**src/rtl/pe_pkg.sv**
```systemverilog
// pe_pkg: shared types and helpers for the output-stationary PE.
// Holds the tile FSM state enum, the result narrowing function and width limits.
package pe_pkg;

    typedef enum logic [1:0] {
        IDLE  = 2'd0,
        ACCUM = 2'd1,
        DONE  = 2'd2
    } pe_state_e;

    // Narrowing works on a 64-bit working value; the accumulator
    // must fit with at least one bit of headroom for sign extension.
    localparam int NARROW_W  = 64;
    localparam int MAX_ACC_W = NARROW_W - 1;

    function automatic bit pe_cfg_ok(
        input int dw,
        input int aw,
        input int ow
    );
        return (aw >= 2 * dw) && (ow <= aw) && (aw <= MAX_ACC_W)
            && (dw > 0) && (ow > 0);
    endfunction

    // Clamp v into the ow-bit range when sat is set; the caller keeps
    // the low ow bits, so without sat this is plain wrap-around.
    function automatic logic [NARROW_W-1:0] pe_narrow(
        input logic [NARROW_W-1:0] v,
        input int                  ow,
        input bit                  sgn,
        input bit                  sat
    );
        logic [NARROW_W-1:0] hi;
        logic [NARROW_W-1:0] lo;
        logic [NARROW_W-1:0] r;
        hi = '0;
        lo = '0;
        r  = v;
        if (sat) begin
            if (sgn) begin
                hi = (64'd1 << (ow - 1)) - 64'd1;
                lo = ~hi;
                if ($signed(v) > $signed(hi)) begin
                    r = hi;
                end else if ($signed(v) < $signed(lo)) begin
                    r = lo;
                end
            end else begin
                hi = (64'd1 << ow) - 64'd1;
                if (v > hi) begin
                    r = hi;
                end
            end
        end
        return r;
    endfunction

endpackage

```
**src/rtl/pe_os_acc_mul.sv**
```systemverilog
// pe_mul: combinational DATA_WIDTH x DATA_WIDTH multiplier, full 2*DATA_WIDTH product.
// Ports: a, b (operands), p (product); SIGNED selects two's-complement operands.
module pe_mul #(
    parameter int DATA_WIDTH = 8,
    parameter int SIGNED     = 1
) (
    input  logic [DATA_WIDTH-1:0]   a,
    input  logic [DATA_WIDTH-1:0]   b,
    output logic [2*DATA_WIDTH-1:0] p
);

    logic [2*DATA_WIDTH-1:0] a_x;
    logic [2*DATA_WIDTH-1:0] b_x;

    // Extending both operands to the product width makes the low
    // 2*DATA_WIDTH bits of the truncated product exact in either mode.
    always_comb begin
        if (SIGNED != 0) begin
            a_x = {{DATA_WIDTH{a[DATA_WIDTH-1]}}, a};
            b_x = {{DATA_WIDTH{b[DATA_WIDTH-1]}}, b};
        end else begin
            a_x = {{DATA_WIDTH{1'b0}}, a};
            b_x = {{DATA_WIDTH{1'b0}}, b};
        end
        p = a_x * b_x;
    end

endmodule

```
**src/rtl/pe_os_acc.sv**
```systemverilog
// pe_os_acc: output-stationary systolic PE with valid tracking, per-tile MAC
// count, IDLE/ACCUM/DONE accumulate FSM and a column drain chain.
// Ports: clk, rst (async, active-high); start/k_len begin a tile;
//   top_in/left_in (+vld) operands, passed to bottom_out/right_out after 1 cycle;
//   drain_en selects drain_in (+vld) over own result onto drain_out (+vld);
//   busy = accumulating, done = result held.
// Build option: define PE_SAT_EN to saturate the narrowed result instead of wrapping.
module pe_os_acc
    import pe_pkg::*;
#(
    parameter int DATA_WIDTH = 8,
    parameter int ACC_WIDTH  = 24,
    parameter int OUT_WIDTH  = 16,
    parameter int OUT_SHIFT  = 0,
    parameter int CNT_WIDTH  = 10,
    parameter int SIGNED     = 1
) (
    input  logic                  clk,
    input  logic                  rst,
    input  logic                  start,
    input  logic [CNT_WIDTH-1:0]  k_len,
    input  logic [DATA_WIDTH-1:0] top_in,
    input  logic                  top_vld_in,
    input  logic [DATA_WIDTH-1:0] left_in,
    input  logic                  left_vld_in,
    output logic [DATA_WIDTH-1:0] bottom_out,
    output logic                  bottom_vld_out,
    output logic [DATA_WIDTH-1:0] right_out,
    output logic                  right_vld_out,
    input  logic                  drain_en,
    input  logic [OUT_WIDTH-1:0]  drain_in,
    input  logic                  drain_vld_in,
    output logic [OUT_WIDTH-1:0]  drain_out,
    output logic                  drain_vld_out,
    output logic                  busy,
    output logic                  done
);

`ifdef PE_SAT_EN
    localparam bit SAT_EN = 1'b1;
`else
    localparam bit SAT_EN = 1'b0;
`endif

    if (!pe_cfg_ok(DATA_WIDTH, ACC_WIDTH, OUT_WIDTH)) begin : g_cfg_err
        $error("pe_os_acc: illegal width configuration");
    end

    pe_state_e state_q;
    pe_state_e state_d;

    logic [ACC_WIDTH-1:0]    acc_q;
    logic [CNT_WIDTH-1:0]    cnt_q;
    logic [CNT_WIDTH-1:0]    klen_q;
    logic [2*DATA_WIDTH-1:0] prod;
    logic [ACC_WIDTH-1:0]    prod_ext;
    logic                    fire;
    logic                    last;
    logic [NARROW_W-1:0]     acc_x;
    logic [NARROW_W-1:0]     acc_sh;
    logic [OUT_WIDTH-1:0]    res;

    pe_mul #(
        .DATA_WIDTH(DATA_WIDTH),
        .SIGNED    (SIGNED)
    ) u_mul (
        .a(top_in),
        .b(left_in),
        .p(prod)
    );

    always_comb begin
        if (SIGNED != 0) begin
            prod_ext = ACC_WIDTH'($signed(prod));
        end else begin
            prod_ext = ACC_WIDTH'(prod);
        end
    end

    assign fire = (state_q == ACCUM) & top_vld_in & left_vld_in;
    assign last = fire & (cnt_q == klen_q - CNT_WIDTH'(1));

    // start wins over everything, including a same-cycle drain.
    always_comb begin
        state_d = state_q;
        if (start) begin
            state_d = (k_len == '0) ? DONE : ACCUM;
        end else begin
            unique case (state_q)
                ACCUM:   if (last) state_d = DONE;
                DONE:    if (drain_en) state_d = IDLE;
                default: state_d = state_q;
            endcase
        end
    end

    always_ff @(posedge clk or posedge rst) begin
        if (rst) begin
            state_q <= IDLE;
        end else begin
            state_q <= state_d;
        end
    end

    always_ff @(posedge clk or posedge rst) begin
        if (rst) begin
            acc_q  <= '0;
            cnt_q  <= '0;
            klen_q <= '0;
        end else if (start) begin
            acc_q  <= '0;
            cnt_q  <= '0;
            klen_q <= k_len;
        end else if (fire) begin
            acc_q <= acc_q + prod_ext;
            cnt_q <= cnt_q + CNT_WIDTH'(1);
        end
    end

    // Widen to the working width so the shift is arithmetic in signed mode.
    always_comb begin
        if (SIGNED != 0) begin
            acc_x  = {{(NARROW_W-ACC_WIDTH){acc_q[ACC_WIDTH-1]}}, acc_q};
            acc_sh = $signed(acc_x) >>> OUT_SHIFT;
        end else begin
            acc_x  = {{(NARROW_W-ACC_WIDTH){1'b0}}, acc_q};
            acc_sh = acc_x >> OUT_SHIFT;
        end
        res = OUT_WIDTH'(pe_narrow(acc_sh, OUT_WIDTH, SIGNED != 0, SAT_EN));
    end

    always_ff @(posedge clk or posedge rst) begin
        if (rst) begin
            bottom_out     <= '0;
            bottom_vld_out <= 1'b0;
            right_out      <= '0;
            right_vld_out  <= 1'b0;
            drain_out      <= '0;
            drain_vld_out  <= 1'b0;
        end else begin
            bottom_out     <= top_in;
            bottom_vld_out <= top_vld_in;
            right_out      <= left_in;
            right_vld_out  <= left_vld_in;
            if (drain_en) begin
                drain_out     <= drain_in;
                drain_vld_out <= drain_vld_in;
            end else begin
                drain_out     <= res;
                drain_vld_out <= (state_q == DONE);
            end
        end
    end

    assign busy = (state_q == ACCUM);
    assign done = (state_q == DONE);

endmodule

```
**config.mk**
```make
export PLATFORM = sky130hd
export DESIGN_NAME = pe_os_acc
export DESIGN_NICKNAME = d
export VERILOG_FILES = /design/src/rtl/pe_pkg.sv /design/src/rtl/pe_os_acc_mul.sv /design/src/rtl/pe_os_acc.sv
export SDC_FILE = /design/constraint.sdc
export NUM_CORES = 1
export LEC_CHECK = 0
export CORE_MARGIN = 1.5
export CORE_UTILIZATION = 49
export DETAILED_ROUTE_END_ITERATION = 8
export PLACE_DENSITY = 0.83
export SETUP_SLACK_MARGIN = 0.05
export SLEW_MARGIN = 40
export SYNTH_ARGS = -nofsm -noshare
export SYNTH_HDL_FRONTEND = slang
export SYNTH_SLANG_ARGS = --single-unit
```
**constraint.sdc**
```tcl
create_clock -name clk -period 2.3 [get_ports clk]
set_input_delay 0.23 -clock clk [delete_from_list [all_inputs] [get_ports clk]]
set_output_delay 0.23 -clock clk [all_outputs]
set_load 0.005 [all_outputs]
```
==> flow_metrics.tcl, run 1 <==
set metrics [dict create \
    run_status "finished, violations left" \
    violations "negative setup slack" \
    avgRoutedWirePerCell_um 18.5 \
    async_flop_share 1.00 \
    seq_area_sq_um 1830 \
    hpwl_mm 12.3 \
    netlist_area_sq_um 6140 \
    path_buf_inv 6 \
    yosys_warnings 0 \
    synth_cell_types 49 \
    dp_slack_ns -3.61 \
    die_area_sq_um 13200 \
    synth_edf_count 0 \
    worstRegToRegCells 8 \
    pwr_density_cell_nw_per_um2 1310 \
    reg2reg_slack_ns -0.23 \
    drtIter0Drc 296 \
    ys_ff_latch 73 \
    r2r-start "acc_q[1]$_DFFE_PP0P_" \
    fill_cells 732 \
    routed_wl_mm 18.7 \
    io_buffers 85 \
    ys.flop_type "dfrtp_1" \
    cp.arrival_ns 5.39 \
    ioPinCount 86 \
    drv_cap 0 \
    vias_per_cell 5.50 \
    critPathKind "in -> reg" \
    grt_use_total 0.279 \
    utilization 0.744 \
    cts_buffers 9 \
    syn-num-nets 786 \
    holdWs_ns 0.0366 \
    critPathSlowestCell "fa_1" \
    start_util 0.507 \
    core_sq_um 12100 \
    diodes 0 \
    cts_htree_levels 3 \
    synth_top_area_frac 0.297 \
    crit_end "acc_q[15]$_DFFE_PP0P_" \
    max_freq_mhz 195 \
    drc 0 \
    dp.cells 974 \
    endpoint_kind "register" \
    std_cell_rows 40 \
    worstPathMaxFanout 3 \
    critical-path-top-delay-family "adder cells" \
    critPathLaunchType "input pin" \
    fin_crit_sh 2.24 \
    path_cells "buf_8, and2_4, fa_1, inv_2, fa_1, inv_1, fa_1, inv_2, fa_1, inv_2, ha_4, buf_6, a21oi_4, xnor2_1, ha_1, a21o_1, a31o_2, a221o_1, a211o_1, o31ai_2, xnor2_1, o31ai_1" \
    syn_avg_cell_area_sq_um 9.67 \
    grt_max_degree 74 \
    multiInputGateArea_sq_um 4420 \
    die_w_um 115 \
    yosys.cell_count.top_type "inv_1" \
    finalMaxSlewViolations 0 \
    rsz0062_at_grt "true" \
    worstMarginPinSlew_ns 0.505 \
    firstDrtPassIters 5 \
    grt_pass1_vias 5941 \
    nNetsFinal 988 \
    worst_slack_ns -2.84 \
    peakVddDrop_v 0.000838 \
    setup_viol 14 \
    wl_met1_mm 6.87 \
    cp.required_ns 2.55 \
    fp.dieH_um 115 \
    worstSetupStartpoint "top_in[6]" \
    insertion_delay_ns 0.35 \
    slowest_delay_ns 0.56 \
    cp.depth 22 \
    antenna_found_initial 0 \
    tns_ns -26.18 \
    grt_first_pass_wirelength_mm 28.3 \
    yosys-top-cells-area "dfrtp_1, fa_1, ha_1, inv_1, and2_1" \
    wl_met3_um 979 \
    clkTransAtPathRegs_ns 0.06 \
    synth-seq-area-share 0.297 \
    dr_total_vias 5553 \
    route.met2.wl_mm 9.81 \
    yosysTopAreaCell "dfrtp_1" \
    netlist_instances 635 \
    clock_sinks 73 \
    reg2reg_to "acc_q[15]$_DFFE_PP0P_" \
    clockBufferDepth 2 \
    place.gp.congestion 0.850 \
    grt_overflow 0 \
    ant_nets 0 \
    finalClockSkew_ns 0.00806 \
    cellLeakagePower_nw 4.18 \
    instances_no_fill 1010 \
    crit_top_cell "fa_1" \
    cts_root_buffer "clkbuf_16" \
    top_layer_used "met4" \
    worstHoldStart "top_in[1]" \
    drive_gt1_frac 0.323 \
    finalHoldViolations 0 \
    cts_tree "built" \
    fin_crit_ns 5.14 \
    relSlewSlack 0.664 \
    hold_path_class "in -> reg" \
    synth_common_cells "inv_1, dfrtp_1, fa_1, ha_1, and2_1" \
    area_growth_pct 46.7 \
]
[metrics by stage]
stage	cell area [sq um]	power, W
4_1_cts	8720	0.0106
5_1_grt	9010	0.0125
3_3_place_gp	8120	0.00788
3_5_place_dp	8120	0.00827
2_1_floorplan	6350	0.00580
6_report	9010	0.0118
[routing by layer]
| metal | up-vias | GRT usage |
|---|---|---|
| li1 | 2489 | - |
| met1 | 2784 | 0.312 |
| met2 | 199 | 0.500 |
| met3 | 81 | 0.0501 |
| met4 | 0 | 0.160 |
| met5 | - | 0 |
[registers in the layout (all words and copies together), names as in the netlist]
name,flops
bottom_vld_out,1
acc_q,16
drain_out,16
drain_vld_out,1
bottom_out,8
state_q,2
right_vld_out,1
cnt_q,10
klen_q,10
right_out,8
[power by group]
part | leakage, nW | switching [W] | internal (W) | total (W)
clock network | 0.153 | 0.000585 | 0.000983 | 0.00157
registers | 0.921 | 0.000119 | 0.00143 | 0.00155
logic | 3.10 | 0.00406 | 0.00459 | 0.00866
total | 4.18 | 0.00477 | 0.00700 | 0.0118
[cell families after synthesis]
| group | Yosys count | share of synthesized area |
|---|---|---|
| simple gates | 191 | 0.161 |
| buf+inv | 116 | 0.0713 |
| fa+ha+maj | 102 | 0.276 |
| compound gates | 88 | 0.0913 |
| flops | 73 | 0.297 |
| xor+xnor | 40 | 0.0571 |
| mux | 25 | 0.0452 |
[cell usage in the layout, fill, tap and decap left out, drive strengths merged, types with 7 or more instances in the layout]
master	synthesis	layout
inv	104	104
fa	56	56
clkbuf	10	12
nand2	40	40
nor2	37	37
mux2	22	22
nor3	18	18
xnor2	28	28
a21oi	27	27
buf	2	134
xor2	12	12
a211oi	7	7
clkdlybuf4s50	0	69
ha	46	46
and2	44	44
nand3	13	13
dfrtp	73	73
o21ai	21	21
[worst min-delay path by stage]
stage	slack [ns]	endpoint	depth (start not counted)
floorplan	0.26	bottom_out[0]$_DFF_PP0_	0
finish	0.04	bottom_out[1]$_DFF_PP0_	1
detailed placement	0.52	drain_vld_out$_DFF_PP0_	1
CTS	0.02	bottom_out[1]$_DFF_PP0_	1
global route	0.03	bottom_out[1]$_DFF_PP0_	1
global placement	0.51	drain_vld_out$_DFF_PP0_	1
[area by class of cell]
type	count	area share
repair buffers	203	0.204
multi-input cells	446	0.490
inverters	104	0.0433
well taps	168	0.0233
flip-flops and latches	73	0.203
clock inverters	4	0.00847
clock buffers	12	0.0274
[repair_timing]
action,CTS,global route
gates resized for setup,137,56
endpoints found under the setup margin,16,16
hold buffers,0,0
hold endpoints to repair,0,0
buffers inserted,12,11
pin swaps,57,46
gates cloned,0,0
No activity file was read; power rests on OpenSTA's default activity.
==> run 2, diff against run 1 <==
--- a/config.mk
+++ b/config.mk
@@ -5,6 +5,7 @@
 export SDC_FILE = /design/constraint.sdc
 export NUM_CORES = 1
 export LEC_CHECK = 0
+export CORE_ASPECT_RATIO = 1.25
 export CORE_MARGIN = 1.5
 export CORE_UTILIZATION = 49
 export DETAILED_ROUTE_END_ITERATION = 8
==> run 2 against run 1 <==
  * The run still ends with negative setup slack left
  * Design area shrank 0.68%
  * Critical path depth rose by 1
  * Sequential share of layout area rose by 0.14 points
  * Hold slack got worse by 0.014 ns
  * Via count shrank 0.14%
  * Clock-buffer cell count decreased by 1
  * Die area is essentially flat
  * Wire length is 0.58% lower
  * Non-clock buffer count fell by 1
  * Combinational power is essentially flat
  * Critical path type unchanged
  * Largest cell class unchanged
  * Largest power group unchanged
==> flow_metrics.tcl, run 2 (synthesis gave the netlist of run 1 again) <==
set metrics [dict create \
    grt_use_total 0.286 \
    slowest_delay_ns 0.57 \
    seqPwrFrac 0.133 \
    pwr_density_cell_nw_per_um2 1300 \
    start_util 0.505 \
    grt_overflow 0 \
    clockBufferDepth 2 \
    endpoint_kind "register" \
    p_comb_frac 0.742 \
    finalMaxSlewViolations 0 \
    dr_total_vias 5545 \
    insertion_delay_ns 0.35 \
    worstHoldStart "left_in[4]" \
    dp.cells 972 \
    fp.dieH_um 128 \
    peakVddDrop_v 0.000859 \
    clkTransAtPathRegs_ns 0.06 \
    fill_cells 794 \
    layout_common_cells "buf_4, inv_1, dfrtp_1, clkdlybuf4s50_1, fa_1" \
    hold_path_depth 1 \
    path_cells "buf_8, and2_4, fa_1, inv_2, fa_1, inv_2, fa_1, inv_2, fa_1, inv_2, ha_4, a211oi_1, nor2_4, ha_4, a21o_1, a31o_4, a221o_1, a211o_1, buf_4, buf_6, xor2_1, nand2_1, a21oi_1" \
    max_freq_mhz 192 \
    p_clk_frac 0.125 \
    die_area_sq_um 13200 \
    cellLeakagePower_nw 4.15 \
    worst_slack_ns -2.90 \
    p_sw_frac 0.423 \
    worstPathMaxFanout 3 \
    die_w_um 103 \
    grt_first_pass_wirelength_mm 28.8 \
    core_sq_um 12200 \
    relSlewSlack 0.643 \
    instances_no_fill 1005 \
    worstRegToRegCells 10 \
    final_common_cell "buf_4" \
    hold_end "right_out[4]$_DFF_PP0_" \
    io_buffers 85 \
    cts_buffers 9 \
    area_growth_pct 45.7 \
    clock_sinks 73 \
    setup_viol 13 \
    fin_crit_ns 5.20 \
    drive_gt1_frac 0.329 \
    cts_root_buffer "clkbuf_16" \
    place.gp.congestion 0.873 \
    finalClockSkew_ns 0.00890 \
    std_cell_rows 45 \
    violations "negative setup slack" \
    fin_crit_sh 2.26 \
    critPathSlowestCell "fa_1" \
    reg2reg_to "acc_q[13]$_DFFE_PP0P_" \
    firstDrtPassIters 4 \
    switching_power_w 0.00493 \
    run_status "finished, violations left" \
    drtIter0Drc 385 \
    hpwl_mm 12.4 \
    ant_nets 0 \
    cp.required_ns 2.58 \
    rsz0062_at_grt "true" \
    hold_path_class "in -> reg" \
    antenna_found_initial 0 \
    avgRoutedWirePerCell_um 18.5 \
    vias_per_cell 5.52 \
    r2r-start "acc_q[1]$_DFFE_PP0P_" \
    biggestRegsByFlops "acc_q: 16 flops, drain_out: 16 flops" \
    cts_htree_levels 3 \
    worstMarginPinSlew_ns 0.531 \
    grt_max_degree 74 \
    cts_tree "built" \
    ioPinCount 86 \
    drc 0 \
    routed_wl_mm 18.6 \
    dp_slack_ns -3.63 \
    drv_cap 0 \
    nNetsFinal 987 \
    finalHoldViolations 0 \
    cp.arrival_ns 5.48 \
    diodes 0 \
    critPathKind "in -> reg" \
    intPower_w 0.00673 \
    grt_pass1_vias 5982 \
    critPathLaunchType "input pin" \
    reg2reg_slack_ns -0.35 \
]
-- run 2: layout make-up --
class                           instances  area [sq um]  share of cell area
Multi-Input combinational cell        446          4430               0.495
Sequential cell                        73          1830               0.204
Timing Repair Buffer                  202          1800               0.201
Inverter                              104           390              0.0436
Clock buffer                           11           243              0.0271
Tap cell                              164           205              0.0229
Clock inverter                          5          55.1             0.00615
-- run 2: metrics by stage --
step / instance area (sq um) / power [W] / TNS (ns) / util / hold WS [ns]
6_report: 8950 / 0.0117 / -26.76 / 0.736 / 0.0222
5_1_grt: 8950 / 0.0123 / -28.53 / 0.736 / 0.0301
4_1_cts: 8780 / 0.0107 / -25.05 / 0.722 / 0.0585
3_5_place_dp: 8130 / 0.00832 / -36.98 / 0.668 / 0.532
3_3_place_gp: 8130 / 0.00788 / -35.06 / 0.668 / 0.509
2_1_floorplan: 6350 / 0.00580 / -22.67 / - / 0.261
-- run 2: how the worst max path moves through the flow --
stage                           from  slack, ns               endpoint
after detailed placement  left_in[4]      -3.63  acc_q[15]$_DFFE_PP0P_
final                      top_in[3]      -2.90  acc_q[13]$_DFFE_PP0P_
after floorplan           left_in[4]      -2.68  acc_q[15]$_DFFE_PP0P_
after global routing       top_in[3]      -3.09  acc_q[15]$_DFFE_PP0P_
after global placement    left_in[4]      -3.41  acc_q[15]$_DFFE_PP0P_
after CTS                  top_in[5]      -2.84  acc_q[15]$_DFFE_PP0P_
-- run 2: routing by layer --
metal	track usage	routed length, um
met1	0.302	6600
met2	0.543	10200
met3	0.0518	874
met4	0.118	892
met5	0	0
-- run 2: what timing repair did --
| item | in CTS | in global routing |
|---|---|---|
| gates resized for setup | 143 | 37 |
| pin swaps | 57 | 35 |
| setup endpoints to repair | 16 | 16 |
| hold buffers | 0 | 0 |
| setup buffers | 12 | 8 |
| endpoints found under the hold margin | 0 | 0 |
-- run 2: power groups by stage --
stage | combinational, W | clock, W | sequential, W
final | 0.00865 | 0.00146 | 0.00155
after global routing | 0.00921 | 0.00152 | 0.00156
after CTS | 0.00775 | 0.00145 | 0.00154
after detailed placement | 0.00676 | 0 | 0.00156
after global placement | 0.00633 | 0 | 0.00155
after floorplan | 0.00426 | 0 | 0.00154
-- run 2: critical path: cells and delay by family --
| family | cells | cell delay, ns |
|---|---|---|
| fa+ha+maj | 6 | 2.61 |
| compound gates | 6 | 1.68 |
| buf+inv | 7 | 0.53 |
| simple gates | 3 | 0.32 |
| xor+xnor | 1 | 0.11 |
==> run 3, diff against run 2 <==
--- a/config.mk
+++ b/config.mk
@@ -11,7 +11,7 @@
 export DETAILED_ROUTE_END_ITERATION = 8
 export PLACE_DENSITY = 0.83
 export SETUP_SLACK_MARGIN = 0.05
-export SLEW_MARGIN = 40
+export SLEW_MARGIN = 20
 export SYNTH_ARGS = -nofsm -noshare
 export SYNTH_HDL_FRONTEND = slang
 export SYNTH_SLANG_ARGS = --single-unit
==> results of run 3 <==
No change in the layout: final DEF, timing and power equal those of run 2.
